File: config.mk
export PLATFORM = sky130hd
export DESIGN_NAME = ntt_job_scheduler_flat
export DESIGN_NICKNAME = d
export VERILOG_FILES = /design/src/rtl/ntt_job_scheduler_if.sv /design/src/rtl/ntt_job_scheduler.sv /design/src/flat_wrapper.sv
export SDC_FILE = /design/constraint.sdc
export NUM_CORES = 1
export LEC_CHECK = 0
export CAP_MARGIN = 25
export CELL_PAD_IN_SITES_DETAIL_PLACEMENT = 1
export CELL_PAD_IN_SITES_GLOBAL_PLACEMENT = 1
export CORE_MARGIN = 2
export CORE_UTILIZATION = 37
export CTS_CLUSTER_DIAMETER = 40
export DETAILED_ROUTE_END_ITERATION = 7
export PLACE_DENSITY_LB_ADDON = 0.1
export RECOVER_POWER = 50
export SYNTH_ARGS = -nofsm -noshare
export SYNTH_HDL_FRONTEND = slang
export SYNTH_SLANG_ARGS = --single-unit
File: constraint.sdc
create_clock -name i_clk -period 3.3 [get_ports i_clk]
set_input_delay 0.33 -clock i_clk [delete_from_list [all_inputs] [get_ports i_clk]]
set_output_delay 0.33 -clock i_clk [all_outputs]
set_load 0.005 [all_outputs]
File: src/rtl/ntt_job_scheduler_if.sv
// Requester, configuration and NTT-wrapper control bus of ntt_job_scheduler.
// slave = scheduler side; master = requesters plus the wrapper's finish flag.
interface ntt_job_scheduler_if #(
  parameter int unsigned NREQ  = 2,
  parameter int unsigned BANKW = 2,
  parameter int unsigned CNT_W = 16
);
  logic [NREQ-1:0]       req;
  logic [NREQ-1:0]       req_intt;
  logic [NREQ*BANKW-1:0] req_bank;
  logic                  cfg_btf_gs;
  logic [NREQ-1:0]       grant;
  logic [NREQ-1:0]       done;
  logic                  busy;
  logic                  ntt_rst;
  logic                  ntt_start;
  logic                  ntt_intt;
  logic                  ntt_btf_gs;
  logic                  ntt_finish;
  logic [BANKW-1:0]      mem_bank;
  logic [CNT_W-1:0]      job_count;
  logic                  timeout;

  modport slave (
    input  req, req_intt, req_bank, cfg_btf_gs, ntt_finish,
    output grant, done, busy, ntt_rst, ntt_start, ntt_intt, ntt_btf_gs, mem_bank, job_count,
           timeout
  );

  modport master (
    output req, req_intt, req_bank, cfg_btf_gs, ntt_finish,
    input  grant, done, busy, ntt_rst, ntt_start, ntt_intt, ntt_btf_gs, mem_bank, job_count,
           timeout
  );
endinterface

File: src/rtl/ntt_job_scheduler.sv
// Round-robin scheduler sharing one NTT memory wrapper among NREQ requesters.
// Define NTT_SCHED_TIMEOUT_EN to add a sticky RUN-state watchdog.
module ntt_job_scheduler #(
  parameter int unsigned NREQ       = 2,
  parameter int unsigned BANKW      = 2,
  parameter int unsigned CLR_CYCLES = 4,
  parameter int unsigned START_HOLD = 12,
  parameter int unsigned TOUT_W     = 20,
  parameter int unsigned CNT_W      = 16
) (
  input  logic               i_clk,
  input  logic               i_rst,
  ntt_job_scheduler_if.slave io_bus
);
  localparam int unsigned PtrW    = (NREQ > 1) ? $clog2(NREQ) : 1;
  localparam int unsigned MaxHold = (START_HOLD > CLR_CYCLES) ? START_HOLD : CLR_CYCLES;
  localparam int unsigned HoldW   = $clog2(MaxHold + 1);

  typedef enum logic [2:0] {StIdle, StArb, StClr, StStart, StRun, StDone} state_e;

  state_e           r_state, w_state_d;
  logic [PtrW-1:0]  r_ptr, w_win, w_idx;
  logic             w_any;
  logic [BANKW-1:0] w_bank, r_bank;
  logic [NREQ-1:0]  r_grant, w_done;
  logic             r_intt, r_btf;
  logic [HoldW-1:0] r_hold;
  logic [CNT_W-1:0] r_jobs;
  logic             w_ntt_rst, w_ntt_start, w_run_end, w_count_en;

  // First asserted request at or after the round-robin pointer.
  always_comb begin
    w_any  = 1'b0;
    w_win  = '0;
    w_idx  = '0;
    w_bank = '0;
    for (int unsigned k = 0; k < NREQ; k++) begin
      w_idx = PtrW'((32'(r_ptr) + k) % NREQ);
      if (!w_any && io_bus.req[w_idx]) begin
        w_any  = 1'b1;
        w_win  = w_idx;
        w_bank = io_bus.req_bank[w_idx*BANKW +: BANKW];
      end
    end
  end

`ifdef NTT_SCHED_TIMEOUT_EN
  logic [TOUT_W-1:0] r_wd;
  logic              r_timeout, r_tmo_job, w_wd_hit;

  // Trips on the cycle the counter would reach all-ones, i.e. after 2^TOUT_W-1 RUN cycles.
  assign w_wd_hit = (r_wd == {{(TOUT_W-1){1'b1}}, 1'b0});

  always_ff @(posedge i_clk) begin
    if (i_rst) begin
      r_wd      <= '0;
      r_timeout <= 1'b0;
      r_tmo_job <= 1'b0;
    end else begin
      r_wd <= (r_state == StRun) ? r_wd + 1'b1 : '0;
      if (r_state == StRun && !io_bus.ntt_finish && w_wd_hit) begin
        r_timeout <= 1'b1;
        r_tmo_job <= 1'b1;
      end else if (r_state == StArb) begin
        r_tmo_job <= 1'b0;
      end
    end
  end

  assign w_run_end      = io_bus.ntt_finish || w_wd_hit;
  assign w_count_en     = !r_tmo_job;
  assign io_bus.timeout = r_timeout;
`else
  logic w_unused_tout;
  assign w_unused_tout  = ^TOUT_W;
  assign w_run_end      = io_bus.ntt_finish;
  assign w_count_en     = 1'b1;
  assign io_bus.timeout = 1'b0;
`endif

  always_ff @(posedge i_clk) begin
    if (i_rst) r_state <= StIdle;
    else       r_state <= w_state_d;
  end

  always_comb begin
    w_state_d   = r_state;
    w_ntt_rst   = 1'b1;
    w_ntt_start = 1'b0;
    w_done      = '0;
    unique case (r_state)
      StIdle:  if (|io_bus.req) w_state_d = StArb;
      StArb:   w_state_d = w_any ? StClr : StIdle;
      StClr:   if (r_hold == HoldW'(CLR_CYCLES - 1)) w_state_d = StStart;
      StStart: begin
        w_ntt_rst   = 1'b0;
        w_ntt_start = 1'b1;
        if (r_hold == HoldW'(START_HOLD - 1)) w_state_d = StRun;
      end
      StRun: begin
        w_ntt_rst = 1'b0;
        if (w_run_end) w_state_d = StDone;
      end
      StDone: begin
        w_done    = r_grant;
        w_state_d = StIdle;
      end
      default: w_state_d = StIdle;
    endcase
  end

  always_ff @(posedge i_clk) begin
    if (i_rst) begin
      r_ptr   <= '0;
      r_grant <= '0;
      r_intt  <= 1'b0;
      r_btf   <= 1'b0;
      r_bank  <= '0;
      r_hold  <= '0;
      r_jobs  <= '0;
    end else begin
      // Phase timer restarts on every state change.
      r_hold <= (w_state_d != r_state) ? '0 : r_hold + 1'b1;
      if (r_state == StArb && w_any) begin
        r_grant <= NREQ'(1) << w_win;
        r_intt  <= io_bus.req_intt[w_win];
        r_btf   <= io_bus.cfg_btf_gs;
        r_bank  <= w_bank;
        r_ptr   <= (w_win == PtrW'(NREQ - 1)) ? '0 : w_win + 1'b1;
      end
      if (r_state == StDone) begin
        r_grant <= '0;
        if (w_count_en) r_jobs <= r_jobs + 1'b1;
      end
    end
  end

  assign io_bus.grant      = r_grant;
  assign io_bus.done       = w_done;
  assign io_bus.busy       = (r_state != StIdle);
  assign io_bus.ntt_rst    = w_ntt_rst;
  assign io_bus.ntt_start  = w_ntt_start;
  assign io_bus.ntt_intt   = r_intt;
  assign io_bus.ntt_btf_gs = r_btf;
  assign io_bus.mem_bank   = r_bank;
  assign io_bus.job_count  = r_jobs;
endmodule
File: src/flat_wrapper.sv
// flat-port wrapper written by rule: the top's interface ports become plain ports
module ntt_job_scheduler_flat 
#(
  parameter int unsigned NREQ       = 2,
  parameter int unsigned BANKW      = 2,
  parameter int unsigned CLR_CYCLES = 4,
  parameter int unsigned START_HOLD = 12,
  parameter int unsigned TOUT_W     = 20,
  parameter int unsigned CNT_W      = 16
)
  (i_clk, i_rst, io_bus_req, io_bus_req_intt, io_bus_req_bank, io_bus_cfg_btf_gs, io_bus_ntt_finish, io_bus_grant, io_bus_done, io_bus_busy, io_bus_ntt_rst, io_bus_ntt_start, io_bus_ntt_intt, io_bus_ntt_btf_gs, io_bus_mem_bank, io_bus_job_count, io_bus_timeout);
  ntt_job_scheduler_if #(.NREQ(NREQ), .BANKW(BANKW), .CNT_W(CNT_W)) io_bus_i ();
  input  logic i_clk;
  input  logic i_rst;
  input wire logic [$bits(io_bus_i.req)-1:0] io_bus_req;
  input wire logic [$bits(io_bus_i.req_intt)-1:0] io_bus_req_intt;
  input wire logic [$bits(io_bus_i.req_bank)-1:0] io_bus_req_bank;
  input wire logic [$bits(io_bus_i.cfg_btf_gs)-1:0] io_bus_cfg_btf_gs;
  input wire logic [$bits(io_bus_i.ntt_finish)-1:0] io_bus_ntt_finish;
  output wire logic [$bits(io_bus_i.grant)-1:0] io_bus_grant;
  output wire logic [$bits(io_bus_i.done)-1:0] io_bus_done;
  output wire logic [$bits(io_bus_i.busy)-1:0] io_bus_busy;
  output wire logic [$bits(io_bus_i.ntt_rst)-1:0] io_bus_ntt_rst;
  output wire logic [$bits(io_bus_i.ntt_start)-1:0] io_bus_ntt_start;
  output wire logic [$bits(io_bus_i.ntt_intt)-1:0] io_bus_ntt_intt;
  output wire logic [$bits(io_bus_i.ntt_btf_gs)-1:0] io_bus_ntt_btf_gs;
  output wire logic [$bits(io_bus_i.mem_bank)-1:0] io_bus_mem_bank;
  output wire logic [$bits(io_bus_i.job_count)-1:0] io_bus_job_count;
  output wire logic [$bits(io_bus_i.timeout)-1:0] io_bus_timeout;
  assign io_bus_i.req = io_bus_req;
  assign io_bus_i.req_intt = io_bus_req_intt;
  assign io_bus_i.req_bank = io_bus_req_bank;
  assign io_bus_i.cfg_btf_gs = io_bus_cfg_btf_gs;
  assign io_bus_i.ntt_finish = io_bus_ntt_finish;
  assign io_bus_grant = io_bus_i.grant;
  assign io_bus_done = io_bus_i.done;
  assign io_bus_busy = io_bus_i.busy;
  assign io_bus_ntt_rst = io_bus_i.ntt_rst;
  assign io_bus_ntt_start = io_bus_i.ntt_start;
  assign io_bus_ntt_intt = io_bus_i.ntt_intt;
  assign io_bus_ntt_btf_gs = io_bus_i.ntt_btf_gs;
  assign io_bus_mem_bank = io_bus_i.mem_bank;
  assign io_bus_job_count = io_bus_i.job_count;
  assign io_bus_timeout = io_bus_i.timeout;
  ntt_job_scheduler #(.NREQ(NREQ), .BANKW(BANKW), .CLR_CYCLES(CLR_CYCLES), .START_HOLD(START_HOLD), .TOUT_W(TOUT_W), .CNT_W(CNT_W)) u_core (.i_clk(i_clk), .i_rst(i_rst), .io_bus(io_bus_i));
endmodule
After elaboration in Yosys (flattened, before gate mapping)
Index checks and enable logic that the tools add are counted.
{"block": "totals", "ff_bits": 30, "output_inout_bits": 28}
{"block": "classes", "add_sub_neg": 4, "order_cmp": 3, "eq_ne": 8, "n_shift": 3, "muxes": 22, "reduce_logical": 9}
{"op": "$add A16 B1 Y16 const B", "n": 1}
{"op": "$pmux W3 S5", "n": 1}
{"op": "$mux W1", "n": 13}
{"op": "$mux W3", "n": 4}
{"op": "$mux W2", "n": 4}
{"op": "$reduce_or A2 Y1", "n": 4}
{"op": "$shiftx A4 B3 Y2", "n": 2}
{"op": "$eq A3 B2 Y1 const B", "n": 2}
{"op": "$eq A3 B3 Y1 const B", "n": 2}
{"op": "$lt A1 B2 Y1 const B", "n": 3}
{"op": "$add A4 B1 Y4 const B", "n": 1}
{"op": "$eq A4 B2 Y1 const B", "n": 1}
{"op": "$eq A4 B4 Y1 const B", "n": 1}
{"op": "$eq A3 B1 Y1 const B", "n": 1}
{"op": "$logic_not A3 Y1", "n": 1}
{"op": "$ne A3 B3 Y1", "n": 1}
{"op": "$reduce_bool A3 Y1", "n": 1}
{"op": "$add A1 B1 Y1 const B", "n": 2}
{"op": "$logic_and A1 B1 Y1", "n": 2}
{"op": "$shl A1 B1 Y2 const A", "n": 1}
{"op": "$logic_not A1 Y1", "n": 1}

Longest topological paths before layout
{"block": "logic_depth", "depth_word": 10, "mapped_depth": 6, "ltp_nobuf": 5}

Worst setup path before layout
OpenSTA, ideal clock, no wires.
{"block": "synth_path", "kind": "register to register", "start": "reg u_core.r_jobs[0], in the netlist u_core.io_bus.job_count[0]", "end": "reg u_core.r_jobs[12], in the netlist u_core.io_bus.job_count[12]", "setup_time_ps": 70, "arrival_ps": 1407, "path_slack_ps": 1822, "stages_incl_launch_ff": 7, "n_path_buf": 1, "synth_period_minus_slack_ps": 1478, "cell_sequence": "dfxtp_1 -> ha_1 -> and4b_1 -> buf_2 -> nand4_1 -> or3_1 -> a21oi_1"}
{"block": "synth_between", "elab_chain_len": 1}
{"element": "from (decl)", "line_no": "ntt_job_scheduler.sv:28", "source": "logic [CNT_W-1:0] r_jobs;"}
{"element": "from (signal assigned)", "line_no": "ntt_job_scheduler.sv:133", "source": "if (w_count_en) r_jobs <= r_jobs + 1'b1;"}
{"element": "$add A16 B1 Y16", "line_no": "ntt_job_scheduler.sv:133"}
No other way between the ends.
A chain may end at the register's enable or synchronous reset.

Worst setup path after layout
{"block": "layout_path", "start": "reg u_core.r_state[2]", "end": "out io_bus_done[1]"}
{"block": "layout_between", "elab_chain_len": 2}
{"element": "from (decl)", "line_no": "ntt_job_scheduler.sv:21", "source": "state_e r_state, w_state_d;"}
{"element": "from (signal assigned)", "line_no": "ntt_job_scheduler.sv:82", "source": "if (i_rst) r_state <= StIdle;"}
{"element": "from (signal assigned)", "line_no": "ntt_job_scheduler.sv:83", "source": "else r_state <= w_state_d;"}
{"element": "$eq A3 B3 Y1", "line_no": "ntt_job_scheduler.sv:91", "source": "unique case (r_state)"}
{"element": "$mux W2", "line_no": "ntt_job_scheduler.sv:91"}
{"element": "to (decl)", "line_no": "flat_wrapper.sv:21", "source": "output wire logic [$bits(io_bus_i.done)-1:0] io_bus_done;"}
No other way between the ends.

==> results.md <==
Synthesis:
- Sorting the synthesized cells by area gives the leading types as dfxtp_1 (42%), nor2_1 (5.0%), a21oi_1 (4.5%).
- Synthesis produced a netlist with a net count of 180.
- For this run, the leading register cell type out of synthesis is dfxtp_1.
- The fraction of registers with async set or reset after synthesis is 0.
- In this run, distinct cell masters in the synthesized netlist total 43.
- For this run, the number of Yosys warnings is 0.
- The library cell with the highest instance count after synthesis is dfxtp_1.
- Yosys mapped a number of flops with a built-in enable equal to 0.
- The mean cell area of the mapped netlist is 8.62 sq um.
- The cell count after synthesis is 166.
- Sorting the synthesized cells by how often they occur yields dfxtp_1 (30), nor2_1 (19), a21oi_1 (13), nand2_1 (9), nand3_1 (9).
- The library cell with the largest summed area after synthesis is dfxtp_1.
- The synthesized flop and latch total is 30.
- The share of synthesized area occupied by flip-flops and latches is 0.420.
- The cell area that synthesis handed to floorplanning was 1430 sq um.
- The share of synthesized area in the top cell type comes to 0.420.

Clocking:
- The post-cts repair resize count is 0.
- Post-CTS timing repair inserted 0 buffers for setup.
- The clock latency on the worst-skew pair is 280 ps.
- CTS placed an instance of clkbuf_8 at the clock tree root.
- The maximum clock path buffer count is 2.
- The clock-pin slew on the worst setup and hold paths is 60 ps.
- TritonCTS built the clock tree.
- The tree built by TritonCTS fans out to 30 sinks.
- The H-tree was split into 2 levels.
- The CTS buffer count is 5.
- The number of hold buffers added after cts is 0.

Setup path:
- The worst endpoint data arrival time is 1850 ps.
- The slowest cell on the critical path is dfxtp_1.
- The signal on the critical path passes through and3b_1, and2_1, clkdlybuf4s50_1.
- The endpoint kind of the worst setup timing path is an output port.
- Together, buffers and inverters on the worst path number 1.
- The kind of cell adding the most delay to the critical path is flip-flops.
- The maximum single-stage delay on the critical path is 540 ps.
- Of all nets on the critical path, the largest fanout is 13.
- The number of cells on the worst reg-to-reg path is 5.
- The data required time at the worst endpoint is 2970 ps.
- The type of the worst setup path is flip-flop to output port.
- In this run the critical register-to-register path is launched from u_core.r_state[0].
- The worst reg-to-reg setup slack is 1540 ps.
- The critical path launch point type is a flip-flop.
- The endpoint identified for the worst register-to-register timing path is u_core.io_bus.ntt_intt.

Placement:
- The placer's final routability congestion estimate is 0.753.
- In this run the cell area measured after placement is 1820 sq um.
- The detailed-placement wirelength estimate is 2.57 mm.
- In this run the tool buffered the top-level ports with 38 buffer cells.
- Counting tap cells, the placed design contains a total of 242 instances.

Floorplanning:
- The floorplan step defined a die boundary enclosing 4380 sq um.
- Measured along the x axis, the die boundary spans 66.2 um.
- The floorplan has 22 rows.
- The number of ports placed on the die boundary is 40.
- The initial standard-cell utilization of the core is 0.388.
- The core region is 3690 sq um.
- The height of the die is 66.2 um.

Global route:
- In the global route stage, overall resource usage came out at 0.183.
- The global-route congestion overflow total is 0.
- The first global-routing pass estimated 6.05 mm of wire.
- The initial antenna violation count is 0.
- The via count of the first global-routing pass was 1,375.
- Entering global routing, the biggest net connects 18 pins.

Route:
- The detail route stage leaves a number of antenna-violating nets equal to 0.
- The detailed-router iteration count before antenna repair is 4.
- The total vias in the final route is 1,340.
- The number of remaining DRC errors is 0.
- After the first detailed-routing iteration, the DRC count stood at 47.
- The detail-routed net length per standard cell is 14.7 um.
- Using the TritonRoute via totals, the vias-per-cell ratio works out to 5.36.
- For this block, the routed nets add up to 3.67 mm of wire.

Run status:
- The flow ran to the end, and the final reports show no timing, DRC or antenna violations.

Cells and area:
- The area growth from synthesis to final layout is 33.3%.
- The final layout contains 215 nets.
- The number of antenna cells inserted is 0.
- The sequential cells in the finished layout cover a total of 601 sq um.
- Summing all multi-input logic gate instances after layout gives 759 sq um.
- The finished cells cover 1910 sq um.
- The number of standard cells in the final layout excluding fillers is 250.
- The number of fillers in the final layout is 452.
- The share of the core filled with cells in the final layout is 0.517.
- Of the cells placed in the final design, the portion with a size suffix greater than 1 is 0.0545.

Pwr:
- The total chip power is 0.788 mW.
- For this design the ratio of total power to cell area is 413 nW/um^2.
- Across the VDD grid, the largest voltage drop is 0.245 mV.
- The cell leakage power is 0.712 nW.

Min path:
- The hold path startpoint is u_core.r_hold[0].
- The hold-critical path depth is 1.
- The path class of the tightest hold or removal check is flip-flop to flip-flop.
- The worst min-delay path endpoint is u_core.r_hold[0].

Timing:
- The number of slew-limit violations in the final report is 0.
- Based on the critical path, the design can be clocked at up to 459 MHz.
- The clock period could shrink to 2180 ps.
- The setup TNS after final layout is 0 ps.
- The total count of hold-check failures in the final report is 0.
- Setup repair after global routing left no endpoint under its margin.
- The number of failing setup endpoints in the final timing report is 0.
- The transition time at the pin with the least slew margin is 631 ps.
- Between clock sinks in the finished design, the worst skew comes to 5.40 ps.
- In the finished design, the share of the clock period the worst path needs comes to 0.661.
- In this run the tightest slew margin relative to its limit is 0.579.

Run:
- The tool flagged a number of max-cap violations equal to 0.
final cells by class:
| class | count | area share |
|---|---|---|
| multi-input combinational | 122 | 0.398 |
| sequential | 30 | 0.315 |
| tap | 48 | 0.0315 |
| clock buffer | 7 | 0.0453 |
| inverter | 2 | 0.00394 |
| clock inverter | 1 | 0.00262 |
| timing repair buffer | 40 | 0.203 |
cells by family after synthesis:
group | count (synthesis) | synth area share
and+or+nand+nor | 72 | 0.276
AOI/OAI and AO/OA | 37 | 0.174
DFF | 30 | 0.420
buffers and inverters | 14 | 0.0490
xor gates and xnor gates | 10 | 0.0612
adders and majority gates | 2 | 0.0175
other | 1 | 0.00262
worst max path at each step:
stage                          startpoint                          end  slack, ps  cells after the start
6_report                u_core.r_state[2]               io_bus_done[1]       1120                      3
5_1_grt                 u_core.r_state[2]               io_bus_done[1]       1000                      3
4_1_cts                 u_core.r_state[2]               io_bus_done[1]       1110                      3
3_5_place_dp                        i_rst             u_core.r_hold[2]       1310                      4
3_3_place_gp                        i_rst             u_core.r_hold[0]       1390                      4
2_1_floorplan  u_core.io_bus.job_count[0]  u_core.io_bus.job_count[12]       1820                      6
through the flow:
step / setup slack, ps / hold slack, ps
after floorplan: 1820 / 416
after global placement: 1390 / 435
after detailed placement: 1310 / 451
after CTS: 1110 / 464
after global routing: 1000 / 490
final: 1120 / 464
per-layer routing:
layer	share of wire	vias up	GRT usage	wire length (um)
li1	-	666	-	-
met1	0.45	640	0.202	1650
met2	0.50	28	0.329	1850
met3	0.033	6	0.0426	122
met4	0.014	0	0.0816	53
met5	0	-	0	0
power breakdown:
part | internal, mW | leakage [nW] | switching [mW]
registers | 0.376 | 0.243 | 0.0144
clock network | 0.168 | 0.0482 | 0.135
logic | 0.0500 | 0.421 | 0.0446
total | 0.594 | 0.712 | 0.193
sequential cells by signal, indices dropped and copies added, names as in the netlist:
register and count:
u_core.r_hold 4, u_core.r_ptr 1, u_core.io_bus.mem_bank 2, u_core.r_state 3
u_core.io_bus.ntt_intt 1, u_core.io_bus.job_count 16, u_core.io_bus.ntt_btf_gs 1, u_core.io_bus.grant 2
cell usage in the layout, fill, tap and decap left out, types with 2 or more instances in the layout:
| master | Yosys | routed |
|---|---|---|
| a211oi_1 | 4 | 4 |
| a21oi_1 | 13 | 13 |
| a221oi_1 | 2 | 2 |
| a31o_2 | 2 | 2 |
| a32oi_1 | 4 | 4 |
| and2_1 | 3 | 3 |
| and3_1 | 3 | 3 |
| and3b_1 | 2 | 2 |
| and4_1 | 3 | 3 |
| clkbuf_1 | 5 | 3 |
| clkbuf_8 | 0 | 6 |
| clkdlybuf4s50_1 | 0 | 20 |
| dfxtp_1 | 30 | 30 |
| dlygate4sd3_1 | 0 | 18 |
| ha_1 | 2 | 2 |
| inv_1 | 2 | 2 |
| nand2_1 | 9 | 9 |
| nand2b_1 | 4 | 4 |
| nand3_1 | 9 | 9 |
| nand3b_1 | 2 | 2 |
| nand4_1 | 2 | 2 |
| nor2_1 | 19 | 19 |
| nor3_1 | 3 | 3 |
| o21ai_0 | 5 | 5 |
| or3_1 | 5 | 5 |
| xnor2_1 | 6 | 6 |
| xor2_1 | 4 | 4 |
Power figures use the tool's default switching activity.
